**src/rtl/rk_mem_arbiter_if.sv**
```systemverilog
// Shared-port bundle between the CPU/video requesters, the arbiter and the SDRAM controller.
interface rk_mem_arbiter_if;
  logic        cpu_req;
  logic        cpu_we;
  logic [14:0] cpu_addr;
  logic [7:0]  cpu_wdata;
  logic [7:0]  cpu_rdata;
  logic        cpu_ack;
  logic        vid_req;
  logic [14:0] vid_addr;
  logic [7:0]  vid_rdata;
  logic        vid_ack;
  logic [17:0] mem_addr;
  logic [7:0]  mem_wdata;
  logic        mem_rd;
  logic        mem_we_n;
  logic [15:0] mem_rdata;
  logic        busy;

  modport slave (
    input  cpu_req, cpu_we, cpu_addr, cpu_wdata, vid_req, vid_addr, mem_rdata,
    output cpu_rdata, cpu_ack, vid_rdata, vid_ack, mem_addr, mem_wdata,
           mem_rd, mem_we_n, busy
  );

  modport master (
    output cpu_req, cpu_we, cpu_addr, cpu_wdata, vid_req, vid_addr, mem_rdata,
    input  cpu_rdata, cpu_ack, vid_rdata, vid_ack, mem_addr, mem_wdata,
           mem_rd, mem_we_n, busy
  );
endinterface

```
**src/rtl/rk_mem_arbiter.sv**
```systemverilog
// CPU/video arbiter and fixed-length access sequencer for the Radio-86RK SDRAM port.
// Optional CPU starvation guard: define RK_ARB_STARVE_GUARD_EN.
//
// state | meaning
// IDLE  | no access in flight, requests sampled every edge
// ACC   | strobes held for ACCESS_CYCLES cycles
// ACK   | one-cycle acknowledge to the winner
module rk_mem_arbiter #(
  parameter int ACCESS_CYCLES = 6,
  parameter int MAX_VID_RUN   = 4
) (
  input logic            clk48mhz,
  input logic            reset_n,
  rk_mem_arbiter_if.slave bus
);

  localparam int CW = (ACCESS_CYCLES > 1) ? $clog2(ACCESS_CYCLES) : 1;
  localparam logic [CW-1:0] LAST = CW'(ACCESS_CYCLES - 1);

  typedef enum logic [1:0] {IDLE, ACC, ACK} state_t;

  state_t          r_state, w_state_nxt;
  logic [CW-1:0]   r_cnt;
  logic            r_sel_cpu, r_is_write;
  logic [17:0]     r_mem_addr;
  logic [7:0]      r_mem_wdata, r_cpu_rdata, r_vid_rdata;
  logic            r_mem_rd, r_mem_we_n, r_cpu_ack, r_vid_ack;
  logic            w_grant_cpu, w_grant_vid, w_last, w_guard;
  logic [7:0]      w_unused_rdata_hi;

  assign w_unused_rdata_hi = bus.mem_rdata[15:8];
  assign w_last = (r_cnt == LAST);

`ifdef RK_ARB_STARVE_GUARD_EN
  logic [2:0] r_vid_run;

  assign w_guard = (r_vid_run == 3'(MAX_VID_RUN));

  always_ff @(posedge clk48mhz or negedge reset_n) begin
    if (!reset_n) begin
      r_vid_run <= 3'd0;
    end else if (w_grant_vid) begin
      r_vid_run <= bus.cpu_req ? r_vid_run + 3'd1 : 3'd0;
    end else if (w_grant_cpu) begin
      r_vid_run <= 3'd0;
    end
  end
`else
  // Strict video priority; the run limit has no effect in this build.
  assign w_guard = (MAX_VID_RUN < 0);
`endif

  always_ff @(posedge clk48mhz or negedge reset_n) begin
    if (!reset_n) r_state <= IDLE;
    else          r_state <= w_state_nxt;
  end

  always_comb begin
    w_state_nxt = r_state;
    w_grant_cpu = 1'b0;
    w_grant_vid = 1'b0;
    case (r_state)
      IDLE: begin
        if (bus.cpu_req && (!bus.vid_req || w_guard)) begin
          w_grant_cpu = 1'b1;
          w_state_nxt = ACC;
        end else if (bus.vid_req) begin
          w_grant_vid = 1'b1;
          w_state_nxt = ACC;
        end
      end
      ACC:     if (w_last) w_state_nxt = ACK;
      ACK:     w_state_nxt = IDLE;
      default: w_state_nxt = IDLE;
    endcase
  end

  always_ff @(posedge clk48mhz or negedge reset_n) begin
    if (!reset_n) begin
      r_cnt       <= '0;
      r_sel_cpu   <= 1'b0;
      r_is_write  <= 1'b0;
      r_mem_addr  <= 18'd0;
      r_mem_wdata <= 8'd0;
      r_mem_rd    <= 1'b0;
      r_mem_we_n  <= 1'b1;
      r_cpu_rdata <= 8'd0;
      r_vid_rdata <= 8'd0;
      r_cpu_ack   <= 1'b0;
      r_vid_ack   <= 1'b0;
    end else begin
      case (r_state)
        IDLE: begin
          if (w_grant_cpu) begin
            r_cnt       <= '0;
            r_sel_cpu   <= 1'b1;
            r_is_write  <= bus.cpu_we;
            r_mem_addr  <= {3'b000, bus.cpu_addr};
            r_mem_wdata <= bus.cpu_wdata;
            r_mem_rd    <= ~bus.cpu_we;
            r_mem_we_n  <= ~bus.cpu_we;
          end else if (w_grant_vid) begin
            r_cnt       <= '0;
            r_sel_cpu   <= 1'b0;
            r_is_write  <= 1'b0;
            r_mem_addr  <= {3'b000, bus.vid_addr};
            r_mem_rd    <= 1'b1;
            r_mem_we_n  <= 1'b1;
          end
        end
        ACC: begin
          r_cnt <= r_cnt + 1'b1;
          if (w_last) begin
            r_mem_rd   <= 1'b0;
            r_mem_we_n <= 1'b1;
            if (!r_is_write) begin
              if (r_sel_cpu) r_cpu_rdata <= bus.mem_rdata[7:0];
              else           r_vid_rdata <= bus.mem_rdata[7:0];
            end
            r_cpu_ack <= r_sel_cpu;
            r_vid_ack <= ~r_sel_cpu;
          end
        end
        default: begin
          r_cpu_ack <= 1'b0;
          r_vid_ack <= 1'b0;
        end
      endcase
    end
  end

  assign bus.mem_addr  = r_mem_addr;
  assign bus.mem_wdata = r_mem_wdata;
  assign bus.mem_rd    = r_mem_rd;
  assign bus.mem_we_n  = r_mem_we_n;
  assign bus.cpu_rdata = r_cpu_rdata;
  assign bus.vid_rdata = r_vid_rdata;
  assign bus.cpu_ack   = r_cpu_ack;
  assign bus.vid_ack   = r_vid_ack;
  assign bus.busy      = (r_state != IDLE);

endmodule

```
**src/flat_wrapper.sv**
```systemverilog
// flat-port wrapper written by rule: the top's interface ports become plain ports
module rk_mem_arbiter_flat 
#(
  parameter int ACCESS_CYCLES = 6,
  parameter int MAX_VID_RUN   = 4
)
  (clk48mhz, reset_n, bus_cpu_req, bus_cpu_we, bus_cpu_addr, bus_cpu_wdata, bus_vid_req, bus_vid_addr, bus_mem_rdata, bus_cpu_rdata, bus_cpu_ack, bus_vid_rdata, bus_vid_ack, bus_mem_addr, bus_mem_wdata, bus_mem_rd, bus_mem_we_n, bus_busy);
  rk_mem_arbiter_if bus_i ();
  input logic clk48mhz;
  input logic reset_n;
  input wire logic [$bits(bus_i.cpu_req)-1:0] bus_cpu_req;
  input wire logic [$bits(bus_i.cpu_we)-1:0] bus_cpu_we;
  input wire logic [$bits(bus_i.cpu_addr)-1:0] bus_cpu_addr;
  input wire logic [$bits(bus_i.cpu_wdata)-1:0] bus_cpu_wdata;
  input wire logic [$bits(bus_i.vid_req)-1:0] bus_vid_req;
  input wire logic [$bits(bus_i.vid_addr)-1:0] bus_vid_addr;
  input wire logic [$bits(bus_i.mem_rdata)-1:0] bus_mem_rdata;
  output wire logic [$bits(bus_i.cpu_rdata)-1:0] bus_cpu_rdata;
  output wire logic [$bits(bus_i.cpu_ack)-1:0] bus_cpu_ack;
  output wire logic [$bits(bus_i.vid_rdata)-1:0] bus_vid_rdata;
  output wire logic [$bits(bus_i.vid_ack)-1:0] bus_vid_ack;
  output wire logic [$bits(bus_i.mem_addr)-1:0] bus_mem_addr;
  output wire logic [$bits(bus_i.mem_wdata)-1:0] bus_mem_wdata;
  output wire logic [$bits(bus_i.mem_rd)-1:0] bus_mem_rd;
  output wire logic [$bits(bus_i.mem_we_n)-1:0] bus_mem_we_n;
  output wire logic [$bits(bus_i.busy)-1:0] bus_busy;
  assign bus_i.cpu_req = bus_cpu_req;
  assign bus_i.cpu_we = bus_cpu_we;
  assign bus_i.cpu_addr = bus_cpu_addr;
  assign bus_i.cpu_wdata = bus_cpu_wdata;
  assign bus_i.vid_req = bus_vid_req;
  assign bus_i.vid_addr = bus_vid_addr;
  assign bus_i.mem_rdata = bus_mem_rdata;
  assign bus_cpu_rdata = bus_i.cpu_rdata;
  assign bus_cpu_ack = bus_i.cpu_ack;
  assign bus_vid_rdata = bus_i.vid_rdata;
  assign bus_vid_ack = bus_i.vid_ack;
  assign bus_mem_addr = bus_i.mem_addr;
  assign bus_mem_wdata = bus_i.mem_wdata;
  assign bus_mem_rd = bus_i.mem_rd;
  assign bus_mem_we_n = bus_i.mem_we_n;
  assign bus_busy = bus_i.busy;
  rk_mem_arbiter #(.ACCESS_CYCLES(ACCESS_CYCLES), .MAX_VID_RUN(MAX_VID_RUN)) u_core (.clk48mhz(clk48mhz), .reset_n(reset_n), .bus(bus_i));
endmodule
```
**config.mk**
```make
export PLATFORM = sky130hd
export DESIGN_NAME = rk_mem_arbiter_flat
export DESIGN_NICKNAME = d
export VERILOG_FILES = /design/src/rtl/rk_mem_arbiter_if.sv /design/src/rtl/rk_mem_arbiter.sv /design/src/flat_wrapper.sv
export SDC_FILE = /design/constraint.sdc
export NUM_CORES = 1
export LEC_CHECK = 0
export CAP_MARGIN = 20
export CORE_MARGIN = 2
export CORE_UTILIZATION = 45
export CTS_BUF_LIST = sky130_fd_sc_hd__clkbuf_4
export DETAILED_ROUTE_END_ITERATION = 12
export PLACE_DENSITY = 0.93
export SKIP_CTS_REPAIR_TIMING = 1
export SYNTH_ARGS = -nofsm -noshare
export SYNTH_HDL_FRONTEND = slang
export SYNTH_SLANG_ARGS = --single-unit
```
**constraint.sdc**
```tcl
create_clock -name clk48mhz -period 5 [get_ports clk48mhz]
set_clock_uncertainty 0.05 [all_clocks]
set_input_delay 1.25 -clock clk48mhz [delete_from_list [all_inputs] [get_ports clk48mhz]]
set_output_delay 1.25 -clock clk48mhz [all_outputs]
set_load 0.01 [all_outputs]
```
==> impl_metrics.xml <==
<?xml version="1.0" encoding="UTF-8"?>
<metrics>
  <group name="sta">
    <metric name="fin_worst_hold_slack" unit="ns">0.473</metric>
    <metric name="grt_setup_unrepaired" unit="">no</metric>
    <metric name="min_period_over_period" unit="%">66.7</metric>
    <metric name="layout_setup_ws" unit="ns">1.67</metric>
    <metric name="final_count_of_hold_timing_violations" unit="">0</metric>
    <metric name="timing.slew.headroom" unit="%">39.0</metric>
    <metric name="final_max_slew_viol_count" unit="">0</metric>
    <metric name="totalNegativeSetupSlack" unit="ns">0</metric>
    <metric name="setup_viol" unit="">0</metric>
    <metric name="min_period" unit="ns">3.33</metric>
    <metric name="max_fclk" unit="MHz">300</metric>
    <metric name="worst_pin_slew" unit="ns">0.912</metric>
  </group>
  <group name="layout">
    <metric name="syn2layout_area_growth" unit="%">47.7</metric>
    <metric name="final_instance_count_without_filler_cells" unit="">317</metric>
    <metric name="final_common_cell" unit="">clkdlybuf4s50_1</metric>
    <metric name="antenna_cells_inserted" unit="">0</metric>
    <metric name="layout-drive-gt1-share" unit="%">15.2</metric>
    <metric name="mostFrequentLayoutCells" unit="">clkdlybuf4s50_1, dfrtp_1, o21ai_0</metric>
    <metric name="filler_cell_count" unit="">374</metric>
    <metric name="num-nets-final" unit="">323</metric>
  </group>
  <group name="route">
    <metric name="drcViolationCount" unit="">0</metric>
    <metric name="viasPerCell" unit="">5.25</metric>
    <metric name="drt-total-wl" unit="µm">5100</metric>
    <metric name="drt_first_iter_violations" unit="">79</metric>
    <metric name="first_pass_iters" unit="">4</metric>
    <metric name="avgRoutedWirePerCell" unit="µm">16.1</metric>
    <metric name="antenna_left" unit="">0</metric>
    <metric name="dr_total_vias" unit="">1663</metric>
  </group>
  <group name="critical_path">
    <metric name="reg2reg_to" unit="">u_core.bus.mem_wdata[7]$_DFFE_PN0P_</metric>
    <metric name="setup.worst_path.start_class" unit="">flop</metric>
    <metric name="worst-r2r-cell-count" unit="">3</metric>
    <metric name="cp_data_arrival_time" unit="ns">2.03</metric>
    <metric name="crit_required" unit="ns">3.70</metric>
    <metric name="regToRegStartpoint" unit="">u_core.r_state[0]$_DFFE_PN0P_</metric>
    <metric name="critPathCaptureType" unit="">output port</metric>
    <metric name="reg2reg_slack" unit="ns">2.98</metric>
    <metric name="worst-setup-path-type" unit="">reg -&gt; out</metric>
    <metric name="critical_path_peak_fanout" unit="">18</metric>
    <metric name="cp-startpoint" unit="">u_core.r_state[0]$_DFFE_PN0P_</metric>
  </group>
  <group name="yosys">
    <metric name="synth-seq-area-share" unit="%">58.0</metric>
    <metric name="yosysWarningCount" unit="">0</metric>
    <metric name="synthesis.area_per_instance" unit="µm²">12.7</metric>
    <metric name="netlist-cell-type-count" unit="">31</metric>
    <metric name="postSynthCellCount" unit="">170</metric>
    <metric name="postSynthRegisterBits" unit="">50</metric>
    <metric name="post_synth_instance_area" unit="mm²">0.00216</metric>
  </group>
  <group name="pwr">
    <metric name="power" unit="mW">1.78</metric>
    <metric name="irDropWorstVdd" unit="µV">323</metric>
    <metric name="powerDensity" unit="mW/mm²">558</metric>
    <metric name="leakagePower" unit="nW">1.39</metric>
  </group>
  <group name="grt">
    <metric name="grt_max_degree" unit="">51</metric>
    <metric name="grt.total_usage" unit="%">19.1</metric>
    <metric name="grt-ovfl-total" unit="">0</metric>
    <metric name="grt_pass1_vias" unit="">1680</metric>
    <metric name="global_route_wire_length_before_repair" unit="µm">7830</metric>
    <metric name="antenna_found_initial" unit="">0</metric>
  </group>
  <group name="die">
    <metric name="area_enclosed_by_the_die_boundary" unit="mm²">0.00537</metric>
    <metric name="initial_utilization" unit="%">46.3</metric>
    <metric name="die_height" unit="µm">73.3</metric>
    <metric name="boundaryPins" unit="">106</metric>
    <metric name="die_w" unit="µm">73.3</metric>
    <metric name="std_cell_rows" unit="">25</metric>
    <metric name="core_area" unit="mm²">0.00466</metric>
  </group>
  <group name="min_path">
    <metric name="hold_path_class" unit="">reg -&gt; reg</metric>
    <metric name="min_delay_worst_endpoint" unit="">u_core.bus.cpu_rdata[7]$_DFFE_PN0P_</metric>
    <metric name="hold_depth" unit="">1</metric>
    <metric name="worstHoldStart" unit="">u_core.bus.cpu_rdata[7]$_DFFE_PN0P_</metric>
  </group>
  <group name="placement">
    <metric name="dp.cells" unit="">308</metric>
    <metric name="finalWeightedCongestion" unit="">0.712</metric>
    <metric name="preCtsSetupSlack" unit="ns">1.50</metric>
    <metric name="port-buffer-count" unit="">94</metric>
    <metric name="hpwlAfterDp" unit="µm">3680</metric>
  </group>
  <group name="clock_network">
    <metric name="root_buffer" unit="">clkbuf_4</metric>
    <metric name="clockBufferDepth" unit="">2</metric>
    <metric name="htreeDepth" unit="">2</metric>
    <metric name="clock_latency_on_the_worst_skew_pair" unit="ns">0.36</metric>
    <metric name="cts.sink_count" unit="">50</metric>
    <metric name="cts-buffers-inserted" unit="">5</metric>
    <metric name="tritoncts" unit="">done</metric>
    <metric name="clkTransAtPathRegs" unit="ns">0.14</metric>
  </group>
  <group name="run_status">
    <metric name="run_status" unit="">complete, no violations</metric>
  </group>
  <group name="run">
    <metric name="maxCapViolations" unit="">0</metric>
  </group>
</metrics>
worst max-delay path, stage by stage, from the launching register on:
cell	delay [ns]
dfrtp_1	0.55
or2_1	0.48
clkdlybuf4s50_1	0.64
synthesized netlist by cell type, drive strengths merged:
library cell,number,area [µm²]
dfrtp,49,1230
o21ai,37,185
mux2,24,300
o22ai,15,93.8
buf,9,71.3
inv,5,18.8
clkbuf,4,15.0
nor2,4,15.0
mux2i,3,30.0
ha,2,25.0
nor3,2,15.0
or2,2,12.5
a211oi,1,7.51
a21o,1,7.51
a22o,1,8.76
a31o,1,8.76
a32oi,1,8.76
and2,1,6.26
conb,1,3.75
dfstp,1,26.3
nand2b,1,6.26
nand3,1,5.00
nand4b,1,23.8
nor4b,1,23.8
or2b,1,7.51
or3,1,6.26
registers in the layout, summed over array words and instances, names as in the netlist:
signal / flops
u_core.bus.vid_ack: 1
u_core.r_is_write: 1
u_core.bus.vid_rdata: 8
u_core.r_cnt: 3
u_core.bus.mem_we_n: 1
u_core.bus.cpu_rdata: 8
u_core.r_state: 2
u_core.bus.mem_rd: 1
u_core.r_sel_cpu: 1
u_core.bus.mem_addr: 15
u_core.bus.cpu_ack: 1
u_core.bus.mem_wdata: 8
final cells by class:
cell class	count	area, µm²	area share, %
Clock buffer	5	37.5	1.18
Timing Repair Buffer	96	963	30.2
Clock inverter	3	40.0	1.26
Sequential cell	50	1250	39.3
Multi-Input combinational cell	104	808	25.4
Tap cell	54	67.6	2.12
Inverter	5	18.8	0.589
per-layer routing:
layer / GRT usage, % / up-vias / share of wire, %
li1: - / 794 / -
met1: 23.1 / 803 / 41
met2: 33.1 / 59 / 52
met3: 4.66 / 7 / 6.2
met4: 6.79 / 0 / 1.2
met5: 0 / - / 0
through the flow:
step | util [%] | cell area (µm²)
after CTS | 68.0 | 3170
after global placement | 66.3 | 3090
after floorplan | - | 2170
final | 68.4 | 3190
after global routing | 68.4 | 3190
after detailed placement | 66.3 | 3090
power breakdown:
| part | internal [mW] | switching (mW) | leakage [nW] |
|---|---|---|---|
| Combinational | 0.502 | 0.324 | 0.727 |
| Clock | 0.104 | 0.129 | 0.0450 |
| Sequential | 0.599 | 0.121 | 0.615 |
| Total | 1.21 | 0.574 | 1.39 |
worst max path at each step:
| stage | endpoint | slack [ns] | cells after the start |
|---|---|---|---|
| global placement | u_core.r_state[0]$_DFFE_PN0P_ | 1.53 | 4 |
| CTS | bus_busy | 1.64 | 2 |
| floorplan | u_core.bus.mem_wdata[5]$_DFFE_PN0P_ | 2.61 | 3 |
| global route | bus_busy | 1.55 | 2 |
| finish | bus_busy | 1.67 | 2 |
| detailed placement | u_core.bus.mem_addr[7]$_DFFE_PN0P_ | 1.50 | 4 |
kinds of logic (layout without fill, tap and decap cells):
| logic type | Yosys count | in the layout | share of synthesized area (%) |
|---|---|---|---|
| buf+inv | 18 | 109 | 4.87 |
| flops | 50 | 50 | 58.0 |
| fa+ha+maj | 2 | 2 | 1.16 |
| simple gates | 15 | 15 | 5.62 |
| other cells | 1 | 3 | 0.174 |
| mux | 27 | 27 | 15.3 |
| compound gates | 57 | 57 | 14.8 |
Power figures use the tool's default switching activity.
